### src/rtl/nibble_uart_tx_if.sv
// FIFO read-side handshake: first-word-fall-through head entry plus pop strobe.
// master = FIFO read port, slave = consumer that pops entries.
interface nibble_uart_tx_if;
  logic       rd_empty;
  logic [3:0] rd_data;
  logic       rd_inc;

  modport master (output rd_empty, output rd_data, input rd_inc);
  modport slave  (input rd_empty, input rd_data, output rd_inc);
endinterface

### src/rtl/nibble_uart_tx.sv
// Pops two nibbles (low then high) from a FWFT FIFO and sends the byte as UART 8N1, LSB first.
// Optional even parity bit between data and stop when NIBBLE_UART_PARITY_EN is defined.
module nibble_uart_tx #(
  parameter int unsigned CLKS_PER_BIT = 8,
  parameter int unsigned POP_GAP      = 3
) (
  input  logic            i_clk,
  input  logic            i_rst,
  nibble_uart_tx_if.slave fifo,
  output logic            o_tx,
  output logic            o_busy,
  output logic            o_frame_done,
  output logic            o_lo_pending
);

  localparam int unsigned CNT_W = 8;
  localparam int unsigned IDX_W = 3;
  localparam int unsigned GAP_W = 4;

  typedef enum logic [2:0] {
    IDLE,
    GAP_LO,
    FETCH_HI,
    GAP_HI,
    START,
    DATA,
    STOP
`ifdef NIBBLE_UART_PARITY_EN
    , PARITY
`endif
  } state_t;

  state_t             r_state;
  logic [CNT_W-1:0]   r_bit_cnt;
  logic [IDX_W-1:0]   r_bit_idx;
  logic [GAP_W-1:0]   r_gap_cnt;
  logic [3:0]         r_lo;
  logic [7:0]         r_shift;
  logic               r_tx;
  logic               r_rd_inc;
  logic               r_busy;
  logic               r_frame_done;
  logic               r_lo_pending;
`ifdef NIBBLE_UART_PARITY_EN
  logic               r_par;
`endif

  logic w_bit_end;
  logic w_fd_next;
  logic w_gap_end;

  assign w_bit_end = (r_bit_cnt == CNT_W'(CLKS_PER_BIT - 1));
  // frame_done is registered, so it is armed one cycle before the last stop cycle
  assign w_fd_next = (r_bit_cnt == CNT_W'(CLKS_PER_BIT - 2));
  assign w_gap_end = (r_gap_cnt == GAP_W'(POP_GAP - 1));

  always_ff @(posedge i_clk) begin
    if (i_rst) begin
      r_state      <= IDLE;
      r_bit_cnt    <= '0;
      r_bit_idx    <= '0;
      r_gap_cnt    <= '0;
      r_lo         <= '0;
      r_shift      <= '0;
      r_tx         <= 1'b1;
      r_rd_inc     <= 1'b0;
      r_busy       <= 1'b0;
      r_frame_done <= 1'b0;
      r_lo_pending <= 1'b0;
`ifdef NIBBLE_UART_PARITY_EN
      r_par        <= 1'b0;
`endif
    end else begin
      r_rd_inc     <= 1'b0;
      r_frame_done <= 1'b0;
      case (r_state)
        IDLE: begin
          if (!fifo.rd_empty) begin
            r_rd_inc     <= 1'b1;
            r_lo         <= fifo.rd_data;
            r_busy       <= 1'b1;
            r_lo_pending <= 1'b1;
            r_gap_cnt    <= '0;
            r_state      <= GAP_LO;
          end
        end
        // rd_empty is not trusted until the FIFO has had POP_GAP cycles to update it
        GAP_LO: begin
          if (w_gap_end) begin
            r_gap_cnt <= '0;
            r_state   <= FETCH_HI;
          end else begin
            r_gap_cnt <= r_gap_cnt + 1'b1;
          end
        end
        FETCH_HI: begin
          if (!fifo.rd_empty) begin
            r_rd_inc     <= 1'b1;
            r_shift      <= {fifo.rd_data, r_lo};
`ifdef NIBBLE_UART_PARITY_EN
            r_par        <= ^{fifo.rd_data, r_lo};
`endif
            r_lo_pending <= 1'b0;
            r_gap_cnt    <= '0;
            r_state      <= GAP_HI;
          end
        end
        GAP_HI: begin
          if (w_gap_end) begin
            r_gap_cnt <= '0;
            r_bit_cnt <= '0;
            r_tx      <= 1'b0;
            r_state   <= START;
          end else begin
            r_gap_cnt <= r_gap_cnt + 1'b1;
          end
        end
        START: begin
          if (w_bit_end) begin
            r_bit_cnt <= '0;
            r_bit_idx <= '0;
            r_tx      <= r_shift[0];
            r_shift   <= {1'b0, r_shift[7:1]};
            r_state   <= DATA;
          end else begin
            r_bit_cnt <= r_bit_cnt + 1'b1;
          end
        end
        DATA: begin
          if (w_bit_end) begin
            r_bit_cnt <= '0;
            if (r_bit_idx == IDX_W'(7)) begin
`ifdef NIBBLE_UART_PARITY_EN
              r_tx    <= r_par;
              r_state <= PARITY;
`else
              r_tx    <= 1'b1;
              r_state <= STOP;
`endif
            end else begin
              r_bit_idx <= r_bit_idx + 1'b1;
              r_tx      <= r_shift[0];
              r_shift   <= {1'b0, r_shift[7:1]};
            end
          end else begin
            r_bit_cnt <= r_bit_cnt + 1'b1;
          end
        end
`ifdef NIBBLE_UART_PARITY_EN
        PARITY: begin
          if (w_bit_end) begin
            r_bit_cnt <= '0;
            r_tx      <= 1'b1;
            r_state   <= STOP;
          end else begin
            r_bit_cnt <= r_bit_cnt + 1'b1;
          end
        end
`endif
        STOP: begin
          if (w_bit_end) begin
            r_bit_cnt <= '0;
            r_busy    <= 1'b0;
            r_state   <= IDLE;
          end else begin
            r_bit_cnt <= r_bit_cnt + 1'b1;
            if (w_fd_next) begin
              r_frame_done <= 1'b1;
            end
          end
        end
        default: begin
          r_state      <= IDLE;
          r_tx         <= 1'b1;
          r_busy       <= 1'b0;
          r_lo_pending <= 1'b0;
        end
      endcase
    end
  end

  assign fifo.rd_inc  = r_rd_inc;
  assign o_tx         = r_tx;
  assign o_busy       = r_busy;
  assign o_frame_done = r_frame_done;
  assign o_lo_pending = r_lo_pending;

endmodule

### src/flat_wrapper.sv
// flat-port wrapper written by rule: the top's interface ports become plain ports
module nibble_uart_tx_flat 
#(
  parameter int unsigned CLKS_PER_BIT = 8,
  parameter int unsigned POP_GAP      = 3
)
  (i_clk, i_rst, o_tx, o_busy, o_frame_done, o_lo_pending, fifo_rd_empty, fifo_rd_data, fifo_rd_inc);
  nibble_uart_tx_if fifo_i ();
  input  logic i_clk;
  input  logic i_rst;
  output logic o_tx;
  output logic o_busy;
  output logic o_frame_done;
  output logic o_lo_pending;
  input wire logic [$bits(fifo_i.rd_empty)-1:0] fifo_rd_empty;
  input wire logic [$bits(fifo_i.rd_data)-1:0] fifo_rd_data;
  output wire logic [$bits(fifo_i.rd_inc)-1:0] fifo_rd_inc;
  assign fifo_i.rd_empty = fifo_rd_empty;
  assign fifo_i.rd_data = fifo_rd_data;
  assign fifo_rd_inc = fifo_i.rd_inc;
  nibble_uart_tx #(.CLKS_PER_BIT(CLKS_PER_BIT), .POP_GAP(POP_GAP)) u_core (.i_clk(i_clk), .i_rst(i_rst), .fifo(fifo_i), .o_tx(o_tx), .o_busy(o_busy), .o_frame_done(o_frame_done), .o_lo_pending(o_lo_pending));
endmodule
### config.mk
export PLATFORM = sky130hd
export DESIGN_NAME = nibble_uart_tx_flat
export DESIGN_NICKNAME = d
export VERILOG_FILES = /design/src/rtl/nibble_uart_tx_if.sv /design/src/rtl/nibble_uart_tx.sv /design/src/flat_wrapper.sv
export SDC_FILE = /design/constraint.sdc
export NUM_CORES = 1
export LEC_CHECK = 0
export BUFFER_PORTS_ARGS = -buffer_cell sky130_fd_sc_hd__buf_2
export CORE_ASPECT_RATIO = 1.5
export CORE_MARGIN = 4
export CORE_UTILIZATION = 56
export CTS_CLUSTER_SIZE = 16
export DETAILED_ROUTE_END_ITERATION = 10
export MAX_ROUTING_LAYER = met4
export PLACE_DENSITY_LB_ADDON = 0.05
export SLEW_MARGIN = 40
export SYNTH_ARGS = -nofsm -noshare
export SYNTH_HDL_FRONTEND = slang
export SYNTH_SLANG_ARGS = --single-unit
### constraint.sdc
create_clock -name i_clk -period 3.3 [get_ports i_clk]
set_clock_uncertainty 0.15 [all_clocks]
set_input_delay 0.495 -clock i_clk [delete_from_list [all_inputs] [get_ports i_clk]]
set_output_delay 0.495 -clock i_clk [all_outputs]
set_load 0.005 [all_outputs]
==> summary.txt <==
Logic synthesis
  • #FFs+latches synth: 35
  • Share of the synthesized area in the top cell type: 38.8%
  • Number of synthesized flops with an enable pin: 0
  • Commonest register cell after synthesis: dfxtp_1
  • Synth top area cells: dfxtp_1 39%, a21oi_1 5.8%, nor3_1 4.7%
  • Syn avg cell area: 8.37 um^2
  • Cell area after synthesis: approximately 0.0018 mm^2
  • Most frequent cell after synthesis: dfxtp_1
  • Synth cell types: 45
  • Async SR Flop Fraction: 0%
  • Post-synthesis adder-cell area fraction: 4.15%
  • Largest family of logic cells by synthesized area: simple AND/OR/NAND/NOR gates
  • Syn nets: 229
  • Xor-xnor portion of the synthesized cell area: 0%
  • Compound-Gate Fraction of Synth Area: between 20% and 30%
  • Synth warn: 0
  • Seq/Total Area, Yosys: 38.8%
  • Post-synthesis mux area share: 3.32%
  • Top post-synthesis cells by count: 35 x dfxtp_1, 21 x a21oi_1, 17 x nor3_1
  • Mapped Cells: approximately 220
  • Largest area contributor in the netlist: dfxtp_1
  • Simple-gate share of the synthesized area: 27.4%

Power
  • Clock Power Share: 42.1%
  • Part of the power in registers: 49.0%
  • Worst VDD drop: 0.000484 V
  • Static leakage: 0.731 nW
  • Pwr dens: between 400 and 500 mW/mm^2
  • Fraction of power spent switching nets: about a quarter
  • Int Pwr: roughly 0.00072 W
  • Switch Pwr: ~0.00023 W
  • Combinational fraction of design power: 8.9%

Detailed routing
  • Antenna Nets Post-Route: 0
  • Total routed wirelength: 4010 um
  • DRC violations left: 0
  • Vias per cell: ~6.4
  • Drt initial violations: 41
  • Routed len/inst: 15.6 um
  • Via Count: 1639
  • Pre-antenna DRT Iters: 5

Critical path
  • Flop-to-flop setup slack: 0.91 ns
  • Worst reg2reg path depth: 5
  • Crit Path Max Fanout: 22
  • Critical path launch point type: flip-flop
  • CP delay by family, top: flip-flops
  • Crit end category: flip-flop
  • Worst EP required: ~3.3 ns
  • Worst r2r dst: u_core.r_shift[5]$_SDFFE_PP0P_
  • Slowest CP cell: dfxtp_1
  • Buffers & Inverters on Critical Path: 1
  • CP Class: flip-flop to flip-flop
  • Arr. time, crit path: 2.39 ns
  • Worst setup path start: u_core.r_state[2]$_SDFFE_PP0P_
  • Critical-path cell list: nor2b_1, buf_4, nand4_1, a221oi_1, nor3_1
  • CP max stage delay: 0.76 ns
  • R2R Path Start: u_core.r_state[2]$_SDFFE_PP0P_

Clock tree
  • CTS tree: done
  • Post-CTS Resized: 0
  • CTS Root Cell: clkbuf_8
  • Setup Buffers After CTS: 0
  • CTS Buffer Depth: 2
  • Number of buffers created by CTS: 5
  • H-tree level count: 2
  • # hold bufs at CTS: 0
  • CTS sink cnt: 35
  • Worst-Skew Late Latency: 0.29 ns
  • Clock slew at reported path FFs: 0.07 ns

Timing
  • Period utilization: 72.4%
  • Fin. Hold Viols: 0
  • Slew margin rel.: 54.7%
  • Post-route setup TNS: 0 ns
  • Peak Freq: 418 MHz
  • RSZ-0062 raised after global routing: no
  • Fin crit period: ~2.4 ns
  • Setup violations, final: 0
  • Fin. max-slew vios: 0
  • Worst-margin pin slew: slightly below 0.7 ns

Worst hold path
  • Hold path endpoint: u_core.o_tx$_SDFFE_PP1P_
  • Hold Crit Class: flip-flop to flip-flop
  • Min-delay src: u_core.o_tx$_SDFFE_PP1P_
  • Hold Crit Depth: 2

Place
  • Routability cong.: approximately 0.83
  • Post-detail-place hpwl: ~2800 um
  • Port buffer count: 11
  • DP Area: 0.00184 mm^2

Floorplan
  • Starting Density: 57.8%
  • Io pins: 12
  • Num rows: 25
  • Die Y: 77.6 um
  • Core Region: 0.00313 mm^2
  • Die Area: 0.00422 mm^2
  • Die Wd: 54.4 um

Final layout
  • Final net count: 230
  • Register area: around 700 um^2
  • Multi-input combinational cell area: 0.00101 mm^2
  • Antenna cells: 0
  • Synth-to-layout area growth: 8.44%
  • Layout fillers: 289
  • Final design utilization: 62.7%
  • Layout cell share with drive strength beyond 1: 11.9%
  • Post-Layout Inst Area: slightly below 0.002 mm^2

Job
  • Max-cap violation count: 0

GRT
  • Vias in the first global route: about 1500
  • Global-route wire length before repair: 6640 um
  • Antenna violations before repair: 0
  • GRT Total Usage: around 22%
  • Remaining global-route overflow: 0
  • Largest net degree at the start of global routing: 36

Outcome
  • Run status: complete, no violations
metrics by stage:
step                total power, W  worst slack [ns]  hold slack (ns)  std cells
finish                    0.000948             0.909            0.306        258
global route              0.000995             0.714            0.321        258
CTS                       0.000955             0.928            0.301        258
detailed placement        0.000558             0.944            0.302        250
global placement          0.000553              1.07            0.293        250
floorplan                 0.000537              1.46            0.286        216
worst reg2reg max path, cell delays in order (launching register included):
cell and delay (ns):
dfxtp_1 0.76, nor2b_1 0.21, buf_4 0.24, nand4_1 0.43, a221oi_1 0.40, nor3_1 0.07
sequential cells by signal, summed over array words and instances, names as in the netlist:
signal	flops
u_core.r_lo	4
u_core.r_bit_cnt	8
u_core.o_frame_done	1
u_core.r_shift	8
u_core.r_gap_cnt	4
u_core.r_state	3
u_core.r_bit_idx	3
u_core.o_busy	1
u_core.o_tx	1
u_core.o_lo_pending	1
u_core.fifo.rd_inc	1
power groups by stage:
stage	Clock (W)	Combinational, W	Sequential (W)
after detailed placement	0	0.0000842	0.000473
after global routing	0.000432	0.0000951	0.000467
after CTS	0.000406	0.0000846	0.000464
final	0.000399	0.0000839	0.000465
after floorplan	0	0.0000789	0.000458
after global placement	0	0.0000811	0.000472
layout by cell type, fill, tap and decap left out, types with 2 or more instances in the layout:
cell      count
nor2_1       15
and3_1        2
inv_1         6
buf_2        11
a21oi_1      21
nor4_1        4
mux2i_1       6
ha_1          6
a311oi_1      3
a31oi_1       4
dfxtp_1      35
nor3b_1       2
clkbuf_8      6
and4_1        2
nand3_1       8
a211oi_1      4
and2_1        2
nor3_1       17
nand2_1      13
a221oi_1      7
nor2b_1       8
nand4_1       5
o21ai_0       6
a22oi_1       2
cell type report:
class,count,share of cell area [%]
clock buffers,6,4.21
flip-flops and latches,35,35.7
multi-input cells,157,51.4
inverters,6,1.15
well taps,40,2.55
repair buffers,12,3.19
clock inverters,2,1.79
worst max-delay path by stage:
| stage | end | cells past startpoint |
|---|---|---|
| after floorplan | u_core.r_shift[0]$_SDFFE_PP0P_ | 6 |
| after global placement | u_core.r_shift[6]$_SDFFE_PP0P_ | 5 |
| after detailed placement | u_core.r_shift[6]$_SDFFE_PP0P_ | 5 |
| after CTS | u_core.r_shift[6]$_SDFFE_PP0P_ | 5 |
| after global routing | u_core.r_shift[2]$_SDFFE_PP0P_ | 5 |
| final | u_core.r_shift[5]$_SDFFE_PP0P_ | 5 |
per-layer routing:
layer  vias to the layer above  part of all wire, %  track usage, %
met5                         -                    0               -
met4                         0                  2.0            9.23
met2                        30                   54            38.5
met3                         9                  3.5            5.76
met1                       788                   40            21.6
li1                        812                    -               -
logic make-up (layout without fill, tap and decap cells):
logic type	count (synthesis)	in the layout
buffers and inverters	24	26
AO/OA/AOI/OAI	57	57
flip-flops	35	35
AND/OR/NAND/NOR	88	88
adder cells (fa/ha/maj)	6	6
multiplexers	6	6
Note: power is estimated with default switching activity, not from simulation.
